`config.mk`:
```
export PLATFORM = sky130hd
export DESIGN_NAME = ps2_cmd_ctrl
export DESIGN_NICKNAME = d
export VERILOG_FILES = /design/src/rtl/ps2_pkg.sv /design/src/rtl/ps2_sync.sv /design/src/rtl/ps2_cmd_ctrl.sv
export SDC_FILE = /design/constraint.sdc
export NUM_CORES = 1
export LEC_CHECK = 0
export CORE_MARGIN = 2
export CORE_UTILIZATION = 50
export CTS_CLUSTER_SIZE = 30
export DETAILED_ROUTE_END_ITERATION = 6
export PLACE_DENSITY_LB_ADDON = 0.1
export RECOVER_POWER = 100
export SLEW_MARGIN = 20
export SYNTH_ARGS = -nofsm -noshare
export SYNTH_HDL_FRONTEND = slang
export SYNTH_SLANG_ARGS = --single-unit
export TNS_END_PERCENT = 1
```
`constraint.sdc`:
```
create_clock -name clk -period 8.8 [get_ports clk]
set_input_delay 2.2 -clock clk [delete_from_list [all_inputs] [get_ports clk]]
set_output_delay 2.2 -clock clk [all_outputs]
set_load 0.02 [all_outputs]
```
`src/rtl/ps2_pkg.sv`:
```
// Shared PS/2 definitions: controller state encoding, protocol byte codes, parity helper.
package ps2_pkg;

    typedef enum logic [2:0] {
        StIdle,
        StInhibit,
        StRts,
        StShift,
        StLineAck,
        StWaitResp,
        StDone
    } ps2_state_e;

    // Device response codes
    localparam logic [7:0] PS2_ACK    = 8'hFA;
    localparam logic [7:0] PS2_RESEND = 8'hFE;

    // Scan-code prefixes used by the receiver
    localparam logic [7:0] PS2_BREAK  = 8'hF0;
    localparam logic [7:0] PS2_EXT    = 8'hE0;

    // Parity bit that makes the total count of ones (data + parity) odd
    function automatic logic odd_parity(input logic [7:0] i_data);
        return ~(^i_data);
    endfunction

endpackage

```
`src/rtl/ps2_sync.sv`:
```
// Two-flop synchroniser for one raw PS/2 line with falling-edge detect.
// Flops reset to 1 so an idle (pulled-up) line never produces a spurious edge.
module ps2_sync (
    input  logic clk,
    input  logic n_reset,
    input  logic i_line,
    output logic o_sync,
    output logic o_fall
);

    logic r_meta;
    logic r_sync;
    logic r_prev;

    // Synchronise the asynchronous line and keep one cycle of history
    always_ff @(posedge clk) begin
        if (!n_reset) begin
            r_meta <= 1'b1;
            r_sync <= 1'b1;
            r_prev <= 1'b1;
        end else begin
            r_meta <= i_line;
            r_sync <= r_meta;
            r_prev <= r_sync;
        end
    end

    assign o_sync = r_sync;
    assign o_fall = r_prev & ~r_sync;

endmodule

```
`src/rtl/ps2_cmd_ctrl.sv`:
```
// Host-to-device PS/2 command sender: inhibit, request-to-send, clock out one or two bytes,
// check the line ACK and the device response, retrying each byte a bounded number of times.
module ps2_cmd_ctrl
    import ps2_pkg::*;
#(
    parameter int unsigned INHIBIT_CYC = 2000,
    parameter int unsigned TIMEOUT_CYC = 400000,
    parameter int unsigned MAX_RETRY   = 3
) (
    input  logic       clk,
    input  logic       n_reset,
    input  logic       i_ps2_clk_in,
    input  logic       i_ps2_data_in,
    output logic       o_ps2_clk_oe,
    output logic       o_ps2_data_oe,
    input  logic       i_cmd_valid,
    output logic       o_cmd_ready,
    input  logic [7:0] i_cmd_byte,
    input  logic       i_cmd_has_arg,
    input  logic [7:0] i_cmd_arg,
    input  logic       i_rx_valid,
    input  logic [7:0] i_rx_byte,
    output logic       o_rx_inhibit,
    output logic       o_done,
    output logic       o_ok
);

    localparam logic [31:0] INH_LAST = 32'(INHIBIT_CYC - 1);
    localparam logic [31:0] TMO_LAST = 32'(TIMEOUT_CYC - 1);

    ps2_state_e  r_state, w_state_nxt;
    logic [7:0]  r_cmd, w_cmd_nxt;
    logic [7:0]  r_arg, w_arg_nxt;
    logic        r_has_arg, w_has_arg_nxt;
    logic        r_sel_arg, w_sel_arg_nxt;
    logic [7:0]  r_retry, w_retry_nxt;
    logic [31:0] r_cnt, w_cnt_nxt;
    logic [3:0]  r_edge, w_edge_nxt;
    logic        r_ok, w_ok_nxt;

    logic        w_clk_fall;
    logic        w_clk_sync;
    logic        w_data_sync;
    logic        w_data_fall;
    logic        w_unused;
    logic [7:0]  w_cur;
    logic [2:0]  w_bit_idx;
    logic [7:0]  w_retry_inc;
    logic        w_tmo;
    logic        w_fail;

    ps2_sync u_clk_sync (
        .clk     (clk),
        .n_reset (n_reset),
        .i_line  (i_ps2_clk_in),
        .o_sync  (w_clk_sync),
        .o_fall  (w_clk_fall)
    );

    ps2_sync u_data_sync (
        .clk     (clk),
        .n_reset (n_reset),
        .i_line  (i_ps2_data_in),
        .o_sync  (w_data_sync),
        .o_fall  (w_data_fall)
    );

    assign w_unused    = w_clk_sync ^ w_data_fall;
    assign w_cur       = r_sel_arg ? r_arg : r_cmd;
    assign w_bit_idx   = 3'(r_edge - 4'd1);
    assign w_retry_inc = r_retry + 8'd1;
    assign w_tmo       = (r_cnt == TMO_LAST);

    // State and datapath registers
    always_ff @(posedge clk) begin
        if (!n_reset) begin
            r_state   <= StIdle;
            r_cmd     <= 8'h00;
            r_arg     <= 8'h00;
            r_has_arg <= 1'b0;
            r_sel_arg <= 1'b0;
            r_retry   <= 8'h00;
            r_cnt     <= 32'h0;
            r_edge    <= 4'h0;
            r_ok      <= 1'b0;
        end else begin
            r_state   <= w_state_nxt;
            r_cmd     <= w_cmd_nxt;
            r_arg     <= w_arg_nxt;
            r_has_arg <= w_has_arg_nxt;
            r_sel_arg <= w_sel_arg_nxt;
            r_retry   <= w_retry_nxt;
            r_cnt     <= w_cnt_nxt;
            r_edge    <= w_edge_nxt;
            r_ok      <= w_ok_nxt;
        end
    end

    // Next-state logic and line drivers
    always_comb begin
        w_state_nxt   = r_state;
        w_cmd_nxt     = r_cmd;
        w_arg_nxt     = r_arg;
        w_has_arg_nxt = r_has_arg;
        w_sel_arg_nxt = r_sel_arg;
        w_retry_nxt   = r_retry;
        w_cnt_nxt     = r_cnt;
        w_edge_nxt    = r_edge;
        w_ok_nxt      = r_ok;
        w_fail        = 1'b0;
        o_ps2_clk_oe  = 1'b0;
        o_ps2_data_oe = 1'b0;
        o_cmd_ready   = 1'b0;
        o_done        = 1'b0;

        unique case (r_state)
            StIdle: begin
                o_cmd_ready = 1'b1;
                if (i_cmd_valid) begin
                    w_cmd_nxt     = i_cmd_byte;
                    w_arg_nxt     = i_cmd_arg;
                    w_has_arg_nxt = i_cmd_has_arg;
                    w_sel_arg_nxt = 1'b0;
                    w_retry_nxt   = 8'h00;
                    w_cnt_nxt     = 32'h0;
                    w_state_nxt   = StInhibit;
                end
            end
            StInhibit: begin
                o_ps2_clk_oe = 1'b1;
                if (r_cnt == INH_LAST) begin
                    w_state_nxt = StRts;
                end else begin
                    w_cnt_nxt = r_cnt + 32'd1;
                end
            end
            StRts: begin
                o_ps2_clk_oe  = 1'b1;
                o_ps2_data_oe = 1'b1;
                w_edge_nxt    = 4'h0;
                w_cnt_nxt     = 32'h0;
                w_state_nxt   = StShift;
            end
            StShift: begin
                // Edge 0 = start bit, 1..8 = data LSB first, 9 = parity
                if (r_edge == 4'd0) begin
                    o_ps2_data_oe = 1'b1;
                end else if (r_edge <= 4'd8) begin
                    o_ps2_data_oe = ~w_cur[w_bit_idx];
                end else begin
                    o_ps2_data_oe = ~odd_parity(w_cur);
                end
                w_cnt_nxt = r_cnt + 32'd1;
                if (w_tmo) begin
                    o_ps2_data_oe = 1'b0;
                    w_fail        = 1'b1;
                end else if (w_clk_fall) begin
                    w_edge_nxt = r_edge + 4'd1;
                    if (r_edge == 4'd9) begin
                        w_state_nxt = StLineAck;
                    end
                end
            end
            StLineAck: begin
                w_cnt_nxt = r_cnt + 32'd1;
                if (w_tmo) begin
                    w_fail = 1'b1;
                end else if (w_clk_fall) begin
                    if (!w_data_sync) begin
                        w_cnt_nxt   = 32'h0;
                        w_state_nxt = StWaitResp;
                    end else begin
                        w_fail = 1'b1;
                    end
                end
            end
            StWaitResp: begin
                w_cnt_nxt = r_cnt + 32'd1;
                if (i_rx_valid) begin
                    if (i_rx_byte == PS2_ACK) begin
                        if (!r_sel_arg && r_has_arg) begin
                            w_sel_arg_nxt = 1'b1;
                            w_retry_nxt   = 8'h00;
                            w_cnt_nxt     = 32'h0;
                            w_state_nxt   = StInhibit;
                        end else begin
                            w_ok_nxt    = 1'b1;
                            w_state_nxt = StDone;
                        end
                    end else begin
                        // RESEND and unexpected bytes both retry the same byte
                        w_fail = 1'b1;
                    end
                end else if (w_tmo) begin
                    w_fail = 1'b1;
                end
            end
            StDone: begin
                o_done      = 1'b1;
                w_state_nxt = StIdle;
            end
            default: begin
                w_state_nxt = StIdle;
            end
        endcase

        if (w_fail) begin
            if ({24'h0, w_retry_inc} < MAX_RETRY) begin
                w_retry_nxt = w_retry_inc;
                w_cnt_nxt   = 32'h0;
                w_state_nxt = StInhibit;
            end else begin
                w_ok_nxt    = 1'b0;
                w_state_nxt = StDone;
            end
        end
    end

    assign o_rx_inhibit = (r_state != StIdle);
    assign o_ok         = (r_state == StDone) & r_ok;

endmodule
```
-- Word level (Yosys, flattened, before mapping)
Index checks and enable logic that the tools add are counted.
- register bits: 71
- bits of input ports: 31
- output and inout port bits: 6
- logic and storage cells: 127
- add/subtract/negate cells: 4
- $lt $le $gt $ge: 3
- equal/unequal tests: 26
- muxes and demuxes: 63
- bitwise logic cells: 4
- reductions and logical operators: 13
- operator list (cell ; number):
    $mux W32 ; 10
    $pmux W32 S6 ; 1
    $mux W8 ; 7
    $mux W3 ; 13
    $add A32 B1 Y32 const B ; 1
    $eq A32 B11 Y1 const B ; 1
    $eq A32 B19 Y1 const B ; 1
    $ne A3 B3 Y1 const B ; 8
    $mux W1 ; 23
    $pmux W3 S6 ; 1
    $pmux W8 S2 ; 1
    $ne A2 B2 Y1 const B ; 5
    $reduce_and A10 Y1 ; 1
    $eq A3 B3 Y1 const B ; 3
    $add A8 B1 Y8 const B ; 1
    $eq A8 B8 Y1 const B ; 1
    $lt A8 B2 Y1 const B ; 1
    $mux W4 ; 2
    $pmux W4 S2 ; 1
    $reduce_xor A8 Y1 ; 1
    $eq A3 B2 Y1 const B ; 2
    $ne A3 B2 Y1 const B ; 2
    $reduce_and A5 Y1 ; 1
    $add A4 B1 Y4 const B ; 1
    other kinds (20) ; 24

-- Longest topological paths before layout
Gate-level depths: netlist of the first run.
- word-level depth: 8
- mapped depth: 10
- mapped depth without buffers: 9

-- By module
A second synthesis of the first run with hierarchy kept.
- cell total of the unflattened synthesis: 525
- area, all modules: 4192.8 µm²
- by module, submodules not included (module ; times used ; cells each ; area each (µm²)):
    ps2_cmd_ctrl ; 1 ; 511 ; 4022.6
    ps2_sync ; 2 ; 7 ; 85.1

-- Least setup slack after synthesis of the first run
No wires, ideal clock.
- path kind: register -> output
- start point: reg r_edge[0]
- end point: out o_ps2_data_oe
- arrival time: 2.802 ns
- setup slack: 3.798 ns
- stages on the path, launching flop included: 10
- cells stage by stage: dfxtp_1 > inv_1 > ha_1 > mux4_2 > mux2_2 > or4b_1 > o211ai_1 > a21oi_1 > or3_1 > a21oi_1
- cells in the longest elaborated chain, start to end: 8
- elaborated cells on any way between the ends: 10
- classes of those cells: 1 x add/sub; 1 x order compare; 6 x mux; 1 x bitwise; 1 x reduce/logical
- ends and longest elaborated chain (element ; line ; RTL):
    from (decl) ; ps2_cmd_ctrl.sv:38 ; logic [3:0] r_edge, w_edge_nxt;
    from (signal assigned) ; ps2_cmd_ctrl.sv:94 ; r_edge <= w_edge_nxt;
    $sub A3 B1 Y3 ; ps2_cmd_ctrl.sv:70 ; assign w_bit_idx = 3'(r_edge - 4'd1);
    $bmux W1 S3 ; ps2_cmd_ctrl.sv:149 ; o_ps2_data_oe = ~w_cur[w_bit_idx];
    $mux W1 (not written as such) ; ps2_cmd_ctrl.sv:149 ;
    $not A1 Y1 ; ps2_cmd_ctrl.sv:149 ;
    $mux W1 ; ps2_cmd_ctrl.sv:148 ; end else if (r_edge <= 4'd8) begin
    $mux W1 * ; ps2_cmd_ctrl.sv:146 ; if (r_edge == 4'd0) begin
    $mux W1 * ; ps2_cmd_ctrl.sv:154 ; if (w_tmo) begin
    $pmux W1 S2 * ; ps2_cmd_ctrl.sv:116 ; unique case (r_state)
    to (decl) ; ps2_cmd_ctrl.sv:15 ; output logic o_ps2_data_oe,
Mark *: on every way between the ends. The rest lies on a longest branch, timed or not. The select of a mux whose other input is x is not followed.

-- Worst setup path in the final report of the first run
Same ends and word-level chain as after synthesis.

==> flow_summary.toml, run 1 <==
[layout]
fill_cells = 721
area_delta_synth_final_pct = 14.6
drive_gt1_frac = 0.0634
final_common_cell = "nand2_1"
n_antenna_cell = 0
layout_common_cells = "83 x nand2_1, 71 x dfxtp_1, 44 x a21oi_1"
fin_util = 0.596
stdcell_count = 638
nets = 568

[synthesis]
synth-xor-area-share = 0.0281
synthArstFlopShare = 0
synth_fa_ha_area_frac = 0.0185
synth-simple-area-share = 0.313
muxShareOfSynthArea = 0.0549
syn_area_mm2 = 0.00406
synth_flop_cell = "dfxtp_1"
synth_nets = 544
yosysSeqAreaShare = 0.350
netlist_instances = 507
synth.ff_latch_count = 71
synth_edf_count = 0
synth_compound_area_frac = 0.195
avgSynthCellArea_um2 = 8.00
yosys.cell_types.count = 62
ys_warn_count = 0
synth_top_family_by_area = "simple AND/OR/NAND/NOR gates"

[cts]
cts_resized = 0
clk_pin_slew_ps = 70
cts_buffers = 9
clock_latency_ps = 350
post_cts_buffers = 0
htree_levels = 3
cts_root_buf = "clkbuf_8"
cts_hold_buffers = 0
clkSinkCount = 71
cts_max_path_buffers = 2
cts_tree = "done"

[floorplan]
row_count = 32
fp.dieH_um = 94.1
coreArea_mm2 = 0.00781
die_w_um = 94.1
initial_core_util = 0.520
die-area_mm2 = 0.00885
pin_count = 37

[global_routing]
global_route.usage.met2 = 0.371
grt_overflow = 0
antenna_found_initial = 0
use_met1 = 0.265
grt_pass1_vias = 3385
use_met3 = 0.0482
grt.total_usage = 0.215
grt_pass1_wl_mm = 15.4
grt_max_degree = 35
top_usage_layer = "met2"

[critical_path]
crit_slowest_cell = "dlygate4sd3_1"
crit_top_cell = "a21oi_1"
crit_family = "simple AND/OR/NAND/NOR gates"
r2r_end = "r_cnt[3]"
ff2ff_setup_slack_ps = 5210
reg2reg_from = "r_cnt[0]"
crit_chain = "inv_1, ha_1, mux4_2, mux2_2, or4b_1, o211ai_1, a21oi_1, or3_1, a21oi_1, dlygate4sd3_1"
crit_path_start_kind = "flop"
critPathBufInv = 2
required_ps = 6600
ff2ff_path_depth = 8
endpoint_kind = "output port"
crit_type = "reg -> out"
cp_slowest_stage_delay_ps = 700
worst_ep_arrival_time_ps = 3800
path_max_fanout = 7

[sta]
timing.final.crit_share = 0.682
finalCriticalPeriod_ps = 6000
tns_ps = 0
maxSlewHeadroom = 0.180
rsz0062_at_grt = "false"
hold-worst-slack_ps = 412
timing.final.hold_violations = 0
maxSlewViolCount = 0
fmax_ghz = 0.167
fin_skew_ps = 8.46
tightest_slew_ps = 1230
setup_viol = 0

[detailed_routing]
firstDrtPassIters = 4
drtIter0Drc = 149
drc = 0
drt-total-wl_mm = 9.25
vias = 3723
postRouteAntennaNets = 0
via_per_inst = 5.84
wl_per_cell_um = 14.5

[placement]
io_buffer_count = 36
placed_cells = 622
gp_congestion = 0.852
dp_hpwl_mm = 6.37

[worst_hold_path]
holdPathStages = 1
hold_path_class = "reg -> reg"
hold_end = "u_data_sync.o_sync"
hold_start = "u_data_sync.r_meta"

[power_and_ir_drop]
power.total_mw = 0.804
p_per_area_mw_per_mm2 = 173
peakVddDrop_v = 0.0000951
power_leakage_nw = 1.66

[run_status]
status = "finished, final reports clean"

[run]
maxCapViolCount = 0
==> cell families (layout without fill, tap and decap cells) <==
family | after synthesis | in the layout
adders and majority gates | 6 | 6
DFF | 71 | 71
muxes | 17 | 17
and+or+nand+nor | 238 | 238
buffers and inverters | 35 | 64
AOI/OAI and AO/OA | 127 | 127
xor gates and xnor gates | 13 | 13
==> worst reg2reg max path, stage by stage, from the launching register on <==
cell	delay, ps
dfxtp_1	420
ha_1	250
nand3_1	100
or3_4	380
nor4_4	440
nor2_1	90
or4_1	650
nand2_1	940
nor3_1	160
==> layout make-up <==
class                           instances  area, um^2  share of cell area
Clock buffer                           13         159              0.0342
Clock inverter                          3        65.1              0.0140
Inverter                                9        33.8             0.00727
Multi-Input combinational cell        401        2460               0.530
Sequential cell                        71        1420               0.306
Tap cell                              102         128              0.0274
Timing Repair Buffer                   39         379              0.0815
==> how the worst max path moves through the flow <==
stage / cells after the start / slack [ps] / start / to
after CTS: 10 / 2840 / r_edge[0] / o_ps2_data_oe
after floorplan: 9 / 3800 / r_edge[0] / o_ps2_data_oe
final: 10 / 2800 / r_edge[0] / o_ps2_data_oe
after global placement: 10 / 3240 / r_edge[0] / o_ps2_data_oe
after global routing: 10 / 2600 / r_edge[0] / o_ps2_data_oe
after detailed placement: 10 / 3240 / r_edge[0] / o_ps2_data_oe
==> routing by layer <==
layer / wire length [um] / up-vias / share of wire
li1: - / 1884 / -
met2: 4510 / 74 / 0.49
met4: 170 / 0 / 0.018
met3: 351 / 16 / 0.038
met1: 4230 / 1749 / 0.46
met5: 0 / - / 0
==> cells in the mapped netlist, types with 3 or more instances <==
cell type	instances	area (um^2)
nor3b_1	3	22.5
a21oi_1	44	220
buf_2	4	20.0
nor2_1	27	101
nand4b_1	3	26.3
inv_1	8	30.0
nor4_1	5	31.3
or3_1	4	25.0
a22oi_1	7	52.6
xnor2_1	6	52.6
o31a_1	3	26.3
nand2b_1	9	56.3
nand3_1	18	90.1
nand2_1	82	308
o21ai_0	26	130
mux2i_1	11	110
and4_1	5	43.8
and3_1	11	68.8
or4_1	6	45.0
a21boi_0	18	135
dfxtp_1	71	1420
xor2_1	7	61.3
mux4_2	4	90.1
nor3_1	13	65.1
a31oi_1	6	37.5
ha_1	6	75.1
o211ai_1	3	22.5
buf_4	3	22.5
a21o_1	3	22.5
nand4_1	9	56.3
nor2b_1	11	68.8
clkbuf_1	15	56.3
nand3b_1	7	52.6
and2_1	10	62.6
==> power breakdown <==
group	total (mW)	switching [mW]	internal, mW
Clock	0.296	0.121	0.175
Sequential	0.354	0.0194	0.334
Combinational	0.154	0.0891	0.0651
Total	0.804	0.230	0.574
==> metrics by stage <==
stage / instance area [um^2] / worst slack (ps)
floorplan: 4060 / 3800
global placement: 4440 / 3240
detailed placement: 4440 / 3240
CTS: 4660 / 2840
global route: 4650 / 2600
finish: 4650 / 2800
==> sequential cells by signal, indices dropped and copies added, names as in the netlist <==
register            cells
u_clk_sync.o_sync       1
r_cmd                   8
r_has_arg               1
u_clk_sync.r_prev       1
u_clk_sync.r_meta       1
r_edge                  4
r_state                 3
u_data_sync.o_sync      1
r_sel_arg               1
r_cnt                  32
r_arg                   8
u_data_sync.r_meta      1
r_ok                    1
r_retry                 8
No activity file was read; power rests on OpenSTA's default activity.
==> run 2: changes to the inputs <==
Clock period 8.8 ns to 5.8 ns, I/O delays scaled along.
==> run 2 against run 1 <==
- first-iteration DRC count increased by 4.7%
- total power is 49% higher
- flip-flop and latch count is the same
- design area decreased by 0.24%
- die area unchanged
- setup slack worse by 2300 ps
- clock skew is 1.4 ps lower
- critical path type unchanged
- critical endpoint unchanged
==> flow_summary.toml, run 2 (synthesis gave the netlist of run 1 again) <==
[critical_path]
worst_ep_arrival_time_ps = 3880
startpoint = "r_edge[0]"
reg2reg_from = "r_cnt[0]"
required_ps = 4350
crit_type = "reg -> out"
endpoint_kind = "output port"
path_max_fanout = 7
crit_path_start_kind = "flop"

[cts]
cts_max_path_buffers = 2
clk_pin_slew_ps = 70
cts_hold_buffers = 0
cts_buffers = 9
cts_resized = 0
clkSinkCount = 71
post_cts_buffers = 0
clock_latency_ps = 350
cts_root_buf = "clkbuf_8"
cts_tree = "done"
htree_levels = 3

[power_and_ir_drop]
switchingPower_mw = 0.352
netSwitchingFraction = 0.293
power_leakage_nw = 1.66
power.total_mw = 1.20
p_per_area_mw_per_mm2 = 259
pwr-share-comb = 0.200
p_int_mw = 0.849
peakVddDrop_v = 0.000135
power_frac_seq = 0.446
power_frac_clock = 0.354

[sta]
fin_skew_ps = 7.10
hold-worst-slack_ps = 414
setup_viol = 0
timing.final.crit_share = 0.920
tightest_slew_ps = 1310
tns_ps = 0
maxSlewViolCount = 0
finalCriticalPeriod_ps = 5330
fmax_ghz = 0.188
rsz0062_at_grt = "false"
timing.final.hold_violations = 0
maxSlewHeadroom = 0.125

[run_status]
status = "finished, final reports clean"

[detailed_routing]
drtIter0Drc = 156
met3_wirelength_um = 363
drt-total-wl_mm = 9.42
vias = 3785
drc = 0
wl_per_cell_um = 14.7
highest_layer = "met4"
wl_met2_mm = 4.64
routedLengthMet1_mm = 4.21
postRouteAntennaNets = 0
via_per_inst = 5.92
firstDrtPassIters = 4

[floorplan]
coreArea_mm2 = 0.00781
fp.dieH_um = 94.1
pin_count = 37
die_w_um = 94.1
row_count = 32
die-area_mm2 = 0.00885
initial_core_util = 0.520

[placement]
io_buffer_count = 36
dp_hpwl_mm = 6.42
gp_congestion = 0.826
placed_cells = 623
place_area_mm2 = 0.00445

[run]
maxCapViolCount = 0

[layout]
area_delta_synth_final_pct = 14.3
nets = 569
top_register = "r_cnt"
n_antenna_cell = 0
stdcell_area_mm2 = 0.00464
stdcell_count = 639
fill_cells = 728
largest_reg_flops = 32
drive_gt1_frac = 0.0652
layout_common_cells = "83 x nand2_1, 71 x dfxtp_1, 44 x a21oi_1"
final_common_cell = "nand2_1"

[global_routing]
antenna_found_initial = 0
grt.total_usage = 0.227
grt_pass1_wl_mm = 16.1
grt_overflow = 0
grt_pass1_vias = 3626
grt_max_degree = 35

[worst_hold_path]
hold_path_class = "reg -> reg"
hold_start = "u_data_sync.r_meta"
-- run 2: cell type report --
| class | instances | area [um^2] | share of cell area |
|---|---|---|---|
| Multi-Input combinational cell | 401 | 2460 | 0.531 |
| Clock inverter | 4 | 70.1 | 0.0151 |
| Inverter | 9 | 33.8 | 0.00728 |
| Timing Repair Buffer | 40 | 387 | 0.0834 |
| Tap cell | 102 | 128 | 0.0275 |
| Clock buffer | 12 | 135 | 0.0291 |
| Sequential cell | 71 | 1420 | 0.306 |
-- run 2: path summary, 6_finish.rpt --
kind	slack [ps]	cells past startpoint	endpoint
worst min register to register	410	1	u_data_sync.o_sync
worst max register to register	2150	8	r_cnt[3]
worst max-delay path	470	10	o_ps2_data_oe
worst min-delay path	410	1	u_data_sync.o_sync
-- run 2: metrics by stage --
step / util / setup slack [ps]
floorplan: - / 1550
global placement: 0.570 / 967
detailed placement: 0.570 / 909
CTS: 0.596 / 506
global route: 0.594 / 268
finish: 0.594 / 467
-- run 2: per-layer routing --
metal  GRT usage  vias up
met5           0        -
met4       0.116        0
met3      0.0441       19
met2       0.382       78
met1       0.275     1805
li1            -     1883
-- run 2: critical path: stages (launching register included) --
cell	delay, ps
dfxtp_1	500
inv_1	150
ha_1	400
mux4_2	310
mux2_2	280
or4b_1	470
o211ai_1	110
a21oi_1	60
or3_1	370
a21oi_1	190
dlygate4sd3_1	710
-- run 2: power by group through the flow --
stage / Clock [mW] / Sequential (mW) / Combinational, mW
finish: 0.425 / 0.536 / 0.240
global route: 0.457 / 0.539 / 0.265
CTS: 0.434 / 0.535 / 0.245
detailed placement: 0 / 0.546 / 0.243
global placement: 0 / 0.546 / 0.239
floorplan: 0 / 0.530 / 0.178
